### src/rtl/dma_sched.sv
// Two-requester DMA descriptor scheduler: per-requester FIFOs, round-robin issue
// to one shared DMA engine with parameter hold, completion pulses and timeout.
module dma_sched #(
  parameter int          DEPTH   = 4,
  parameter logic [15:0] TIMEOUT = 16'hFFFF
) (
  input  logic         hclk,
  input  logic         hresetn,
  input  logic         i_r0_valid,
  output logic         o_r0_ready,
  input  logic [111:0] i_r0_desc,
  output logic         o_r0_done,
  output logic         o_r0_err,
  input  logic         i_r1_valid,
  output logic         o_r1_ready,
  input  logic [111:0] i_r1_desc,
  output logic         o_r1_done,
  output logic         o_r1_err,
  output logic         o_dma_req,
  output logic [31:0]  o_src_addr,
  output logic [31:0]  o_dst_addr,
  output logic [15:0]  o_poly_deg,
  output logic         o_src_rev,
  output logic         o_dst_rev,
  output logic [14:0]  o_addr_inc,
  output logic [14:0]  o_burst_size,
  input  logic         i_dma_done,
  input  logic         i_clr_err,
  output logic         o_busy,
  output logic [31:0]  o_status
);

  typedef enum logic [1:0] {IDLE = 2'd0, LOAD = 2'd1, WAIT = 2'd2, GAP = 2'd3} state_t;
  localparam int         AW      = $clog2(DEPTH);
  localparam logic [3:0] DEPTH_C = 4'(DEPTH);

  state_t        state_r, state_nxt_s;
  logic          owner_r, owner_nxt_s, gnt_s, any_s, load_s;
  logic          err_r, err_nxt_s, tmo_hit_r, tmo_hit_nxt_s, sticky_r;
  logic [15:0]   tmo_r, count_r;
  logic [1:0]    valid_s, full_s, push_s, pop_s, done_r, derr_r;
  logic [111:0]  din_s [2];
  logic [111:0]  mem_r [2][DEPTH];
  logic [AW-1:0] wptr_r [2];
  logic [AW-1:0] rptr_r [2];
  logic [3:0]    cnt_r [2];
  logic [111:0]  head_s;

  assign valid_s  = {i_r1_valid, i_r0_valid};
  assign din_s[0] = i_r0_desc;
  assign din_s[1] = i_r1_desc;

  // Push qualification: ready reflects registered occupancy only, no bypass on pop
  always_comb begin
    for (int i = 0; i < 2; i++) begin
      full_s[i] = (cnt_r[i] == DEPTH_C);
      push_s[i] = valid_s[i] && !full_s[i];
    end
  end

  // Descriptor storage
  always_ff @(posedge hclk) begin
    for (int i = 0; i < 2; i++) begin
      if (push_s[i]) begin
        mem_r[i][wptr_r[i]] <= din_s[i];
      end
    end
  end

  // FIFO pointers and occupancy
  always_ff @(posedge hclk or negedge hresetn) begin
    if (!hresetn) begin
      for (int i = 0; i < 2; i++) begin
        wptr_r[i] <= '0;
        rptr_r[i] <= '0;
        cnt_r[i]  <= 4'd0;
      end
    end else begin
      for (int i = 0; i < 2; i++) begin
        if (push_s[i]) wptr_r[i] <= wptr_r[i] + AW'(1'b1);
        if (pop_s[i])  rptr_r[i] <= rptr_r[i] + AW'(1'b1);
        cnt_r[i] <= cnt_r[i] + {3'd0, push_s[i]} - {3'd0, pop_s[i]};
      end
    end
  end

  // r1 wins only when r0 is empty or r0 was granted last
  assign any_s  = (cnt_r[0] != 4'd0) || (cnt_r[1] != 4'd0);
  assign gnt_s  = (cnt_r[1] != 4'd0) && ((cnt_r[0] == 4'd0) || !owner_r);
  assign head_s = mem_r[gnt_s][rptr_r[gnt_s]];

  // Next-state and grant decode
  always_comb begin
    state_nxt_s   = state_r;
    owner_nxt_s   = owner_r;
    err_nxt_s     = err_r;
    tmo_hit_nxt_s = tmo_hit_r;
    pop_s         = 2'b00;
    load_s        = 1'b0;
    case (state_r)
      IDLE: begin
        if (any_s) begin
          pop_s         = gnt_s ? 2'b10 : 2'b01;
          load_s        = 1'b1;
          owner_nxt_s   = gnt_s;
          tmo_hit_nxt_s = 1'b0;
          if (head_s[14:4] == 11'd0) begin
            state_nxt_s = GAP;
            err_nxt_s   = 1'b1;
          end else begin
            state_nxt_s = LOAD;
            err_nxt_s   = 1'b0;
          end
        end else begin
          state_nxt_s = IDLE;
        end
      end
      LOAD: state_nxt_s = WAIT;
      WAIT: begin
        if (i_dma_done) begin
          state_nxt_s = GAP;
          err_nxt_s   = 1'b0;
        end else if (tmo_r == TIMEOUT) begin
          state_nxt_s   = GAP;
          err_nxt_s     = 1'b1;
          tmo_hit_nxt_s = 1'b1;
        end else begin
          state_nxt_s = WAIT;
        end
      end
      GAP:     state_nxt_s = IDLE;
      default: state_nxt_s = IDLE;
    endcase
  end

  // Control state, timeout counter, completion count and registered strobes
  always_ff @(posedge hclk or negedge hresetn) begin
    if (!hresetn) begin
      state_r   <= IDLE;
      owner_r   <= 1'b1;
      err_r     <= 1'b0;
      tmo_hit_r <= 1'b0;
      tmo_r     <= 16'd0;
      count_r   <= 16'd0;
      sticky_r  <= 1'b0;
      done_r    <= 2'b00;
      derr_r    <= 2'b00;
      o_dma_req <= 1'b0;
      o_busy    <= 1'b0;
    end else begin
      state_r   <= state_nxt_s;
      owner_r   <= owner_nxt_s;
      err_r     <= err_nxt_s;
      tmo_hit_r <= tmo_hit_nxt_s;
      o_dma_req <= (state_nxt_s == WAIT);
      o_busy    <= (state_nxt_s != IDLE);
      done_r[0] <= (state_nxt_s == GAP) && !owner_nxt_s;
      done_r[1] <= (state_nxt_s == GAP) && owner_nxt_s;
      derr_r[0] <= (state_nxt_s == GAP) && !owner_nxt_s && err_nxt_s;
      derr_r[1] <= (state_nxt_s == GAP) && owner_nxt_s && err_nxt_s;
      if (state_r == LOAD)      tmo_r <= 16'd0;
      else if (state_r == WAIT) tmo_r <= tmo_r + 16'd1;
      if (state_r == GAP) count_r <= count_r + 16'd1;
      if ((state_r == GAP) && tmo_hit_r) sticky_r <= 1'b1;
      else if (i_clr_err)                sticky_r <= 1'b0;
    end
  end

  // Issued descriptor fields, held from LOAD through GAP
  always_ff @(posedge hclk or negedge hresetn) begin
    if (!hresetn) begin
      o_src_addr   <= 32'd0;
      o_dst_addr   <= 32'd0;
      o_poly_deg   <= 16'd0;
      o_src_rev    <= 1'b0;
      o_dst_rev    <= 1'b0;
      o_addr_inc   <= 15'd0;
      o_burst_size <= 15'd0;
    end else if (load_s) begin
      o_src_addr   <= head_s[111:80];
      o_dst_addr   <= head_s[79:48];
      o_poly_deg   <= head_s[47:32];
      o_src_rev    <= head_s[31];
      o_dst_rev    <= head_s[30];
      o_addr_inc   <= head_s[29:15];
      o_burst_size <= head_s[14:0];
    end
  end

  assign o_r0_ready = !full_s[0];
  assign o_r1_ready = !full_s[1];
  assign o_r0_done  = done_r[0];
  assign o_r1_done  = done_r[1];
  assign o_r0_err   = derr_r[0];
  assign o_r1_err   = derr_r[1];
  assign o_status   = {count_r, cnt_r[0], cnt_r[1], 4'd0, sticky_r, owner_r, 2'(state_r)};

endmodule

### config.mk
export PLATFORM = sky130hd
export DESIGN_NAME = dma_sched
export DESIGN_NICKNAME = d
export VERILOG_FILES = /design/src/rtl/dma_sched.sv
export SDC_FILE = /design/constraint.sdc
export NUM_CORES = 1
export LEC_CHECK = 0
export ABC_AREA = 1
export BUFFER_PORTS_ARGS = -buffer_cell sky130_fd_sc_hd__buf_4
export CAP_MARGIN = 20
export CELL_PAD_IN_SITES_DETAIL_PLACEMENT = 0
export CELL_PAD_IN_SITES_GLOBAL_PLACEMENT = 1
export CORE_MARGIN = 3
export CORE_UTILIZATION = 34
export CTS_BUF_LIST = sky130_fd_sc_hd__clkbuf_16
export CTS_CLUSTER_SIZE = 8
export DETAILED_ROUTE_END_ITERATION = 12
export HOLD_SLACK_MARGIN = 0.1
export PLACE_DENSITY_LB_ADDON = 0.1
export SYNTH_ARGS = -nofsm -noshare
export SYNTH_HDL_FRONTEND = slang
export SYNTH_SLANG_ARGS = --single-unit
### constraint.sdc
create_clock -name hclk -period 6.9 [get_ports hclk]
set_input_delay 1.035 -clock hclk [delete_from_list [all_inputs] [get_ports hclk]]
set_output_delay 1.035 -clock hclk [all_outputs]
set_load 0.05 [all_outputs]
==> metrics.md <==
| Metric | Value |
|---|---|
| I/O Buffers | `377` |
| Clock Tree Buf Depth | `3` |
| Seq cells post-synth | `1068` |
| Setup CP Type | `reg -> reg` |
| Crit end category | `flip-flop` |
| Fin crit period | `4.59 ns` |
| Placer Congestion | `0.715` |
| DPL Wire Length | `64.2 mm` |
| Status | `complete, no violations` |
| First-pass GRT wire length | `181 mm` |
| Worst slew pin tran | `1.01 ns` |
| Startpoint types | `flip-flop` |
| Slew HR | `32.8%` |
| Layout Nets | `4030` |
| Power density over cell area | `531 nW/um2` |
| Synth Cell Area | `41800 um2` |
| I/O pin count | `382` |
| Main flop type after synthesis | `edfxtp_1` |
| Total global routing track utilization | `19.4%` |
| # rows | `127` |
| Hold buffers post-CTS | `0` |
| Ys Warns | `0` |
| Final instance area | `50700 um2` |
| DR pass1 iterations | `6` |
| VDD IR-drop max | `0.694 mV` |
| Area Overhead vs Synth | `21.3%` |
| Cts repair resizes | `0` |
| Period utilization | `66.5%` |
| CTS Buf Count | `152` |
| Post-Route Utilization | `41.9%` |
| RSZ-0062 raised after global routing | `no` |
| Fmax | `218 MHz` |
| Max_cap viols | `0` |
| Die area | `127000 um2` |
| Remaining antenna violation count after routing | `0` |
| Post-place setup slack | `2.32 ns` |
| Most frequent cells in the layout | `nand2_1 (994), edfxtp_1 (896), nand3_1 (659)` |
| Setup tns final | `0 ns` |
| Sequential share of the synthesized area | `74.7%` |
| # setup viols final | `0` |
| H-tree depth | `4` |
| Post-Synthesis Cells | `3405` |
| Routed vias | `26.7k` |
| Vias in the first global route | `26.9k` |
| Crit path max fanout | `131` |
| CTS root buf | `clkbuf_16` |
| Mean Syn Cell Area | `12.3 um2` |
| Total wire length | `123 mm` |
| Final Hold Viols | `0` |
| Drt drc | `0` |
| P_leak | `19.4 nW` |
| Clk_skew | `0.0262 ns` |
| CTS tree | `yes` |
| Worst skew pair latency | `0.76 ns` |
| Critical Path RT | `7.56 ns` |
| Initial antenna violation count | `26` |
| WP data arrival | `5.24 ns` |
| Initial Utilization | `34.6%` |
| Clk sink count | `1068` |
| Die Width | `357 um` |
| Starting DRT DRC Count | `1564` |
| Layout cell share with drive strength beyond 1 | `15.7%` |
| Largest net degree at the start of global routing | `158` |
| CTS clk-pin slew, worst paths | `0.05 ns` |
| Post-CTS Setup Repair Bufs | `0` |
| Yosys cell types | `38` |
| GR Overflow Total | `0` |
| Hold crit path type | `in -> async` |
| EDFF count, synth | `896` |
| Worst setup margin | `2.31 ns` |
| Critical Path Source | `o_status[10]` |
| Final Max Slew Viols | `0` |
| Drt via density | `4.84` |
| Wirelength per Cell | `22.4 um` |
| Cell Area, Placed | `46200 um2` |
| Asr flop ratio synth | `16.1%` |
| Die H | `357 um` |
| Reg2Reg Launch Point | `o_status[10]` |
| Core footprint | `121000 um2` |
| Commonest non-fill, non-tap cell in the layout | `nand2_1` |
-- worst max-delay path, stage by stage (launching register included) --
cell and delay [ns]:
dfrtp_1 0.39, inv_1 0.08, ha_1 0.16, nand3_2 0.46, nand2_8 0.82, buf_4 0.85
buf_4 0.85, nand2_1 0.16, nand3_1 0.13, nand3_1 0.07, a31oi_1 0.19
-- worst paths after layout --
path | end | slack [ns] | cells past startpoint
worst max-delay path | o_addr_inc[2] | 2.31 | 10
worst min-delay path | tmo_r[6] | 0.24 | 1
worst max register to register | o_addr_inc[2] | 2.31 | 10
worst min register to register | rptr_r[3] | 0.46 | 1
max in group asynchronous | o_poly_deg[8] | 5.35 | 2
min in group hclk | rptr_r[3] | 0.46 | 1
-- cells in the mapped netlist, types with 13 or more instances --
master	count	area [um2]
inv_1	71	267
a31oi_1	110	688
clkbuf_1	77	289
nor2_1	170	638
xor2_1	18	158
ha_1	26	325
nand3_1	659	3300
nand2_1	994	3730
buf_1	30	113
a21oi_1	20	100
dfrtp_1	171	4280
buf_2	83	415
o21ai_0	13	65.1
edfxtp_1	896	26900
-- routing by layer --
metal  global-route usage (%)  part of all wire, %  routed length [um]  up-vias
met5                        0                 0.14                 177        -
met4                     5.29                  2.0                2460       28
met3                     5.72                  6.6                8140      194
met2                     31.8                   47               58500      627
met1                     25.2                   44               53900    13100
li1                         -                    -                   -    12800
-- power breakdown --
part / switching (mW) / total (mW) / leakage (nW) / internal [mW]
combinational: 8.03 / 10.9 / 6.69 / 2.88
sequential: 0.565 / 9.23 / 10.2 / 8.67
clock: 2.77 / 6.80 / 2.51 / 4.03
-- logic make-up (layout without fill, tap and decap cells) --
family / Yosys count / in the layout / synth area share [%]
mux: 1 / 1 / 0.0269
other cells: 1 / 16 / 0.00897
fa+ha+maj: 28 / 28 / 0.874
buf+inv: 277 / 750 / 2.89
simple gates: 1857 / 1857 / 18.9
xor+xnor: 24 / 24 / 0.503
flops: 1068 / 1068 / 74.7
compound gates: 149 / 149 / 2.15
-- area by class of cell --
| class | count | area (um2) |
|---|---|---|
| diodes | 12 | 30.0 |
| clock buffers | 155 | 3880 |
| clock inverters | 108 | 556 |
| fillers | 11500 | 70200 |
| inverters | 75 | 294 |
| multi-input cells | 2063 | 9490 |
| flip-flops and latches | 1068 | 31200 |
| well taps | 1612 | 2020 |
| repair buffers | 412 | 3230 |
-- metrics by stage --
stage               power [mW]  instances  hold slack, ns
CTS                       27.5       5493           0.186
detailed placement        20.5       5230           0.463
finish                    26.9       5505           0.241
floorplan                 16.8       3408           0.442
global placement          20.5       5230           0.462
global route              28.8       5495           0.225
-- flip-flops by register name, indices dropped and copies added (netlist names), 15 cells and up --
signal,count
o_poly_deg,16
o_dst_addr,32
tmo_r,16
mem_r,896
o_burst_size,15
count_r,16
o_src_addr,32
o_addr_inc,15
Power figures use the tool's default switching activity.
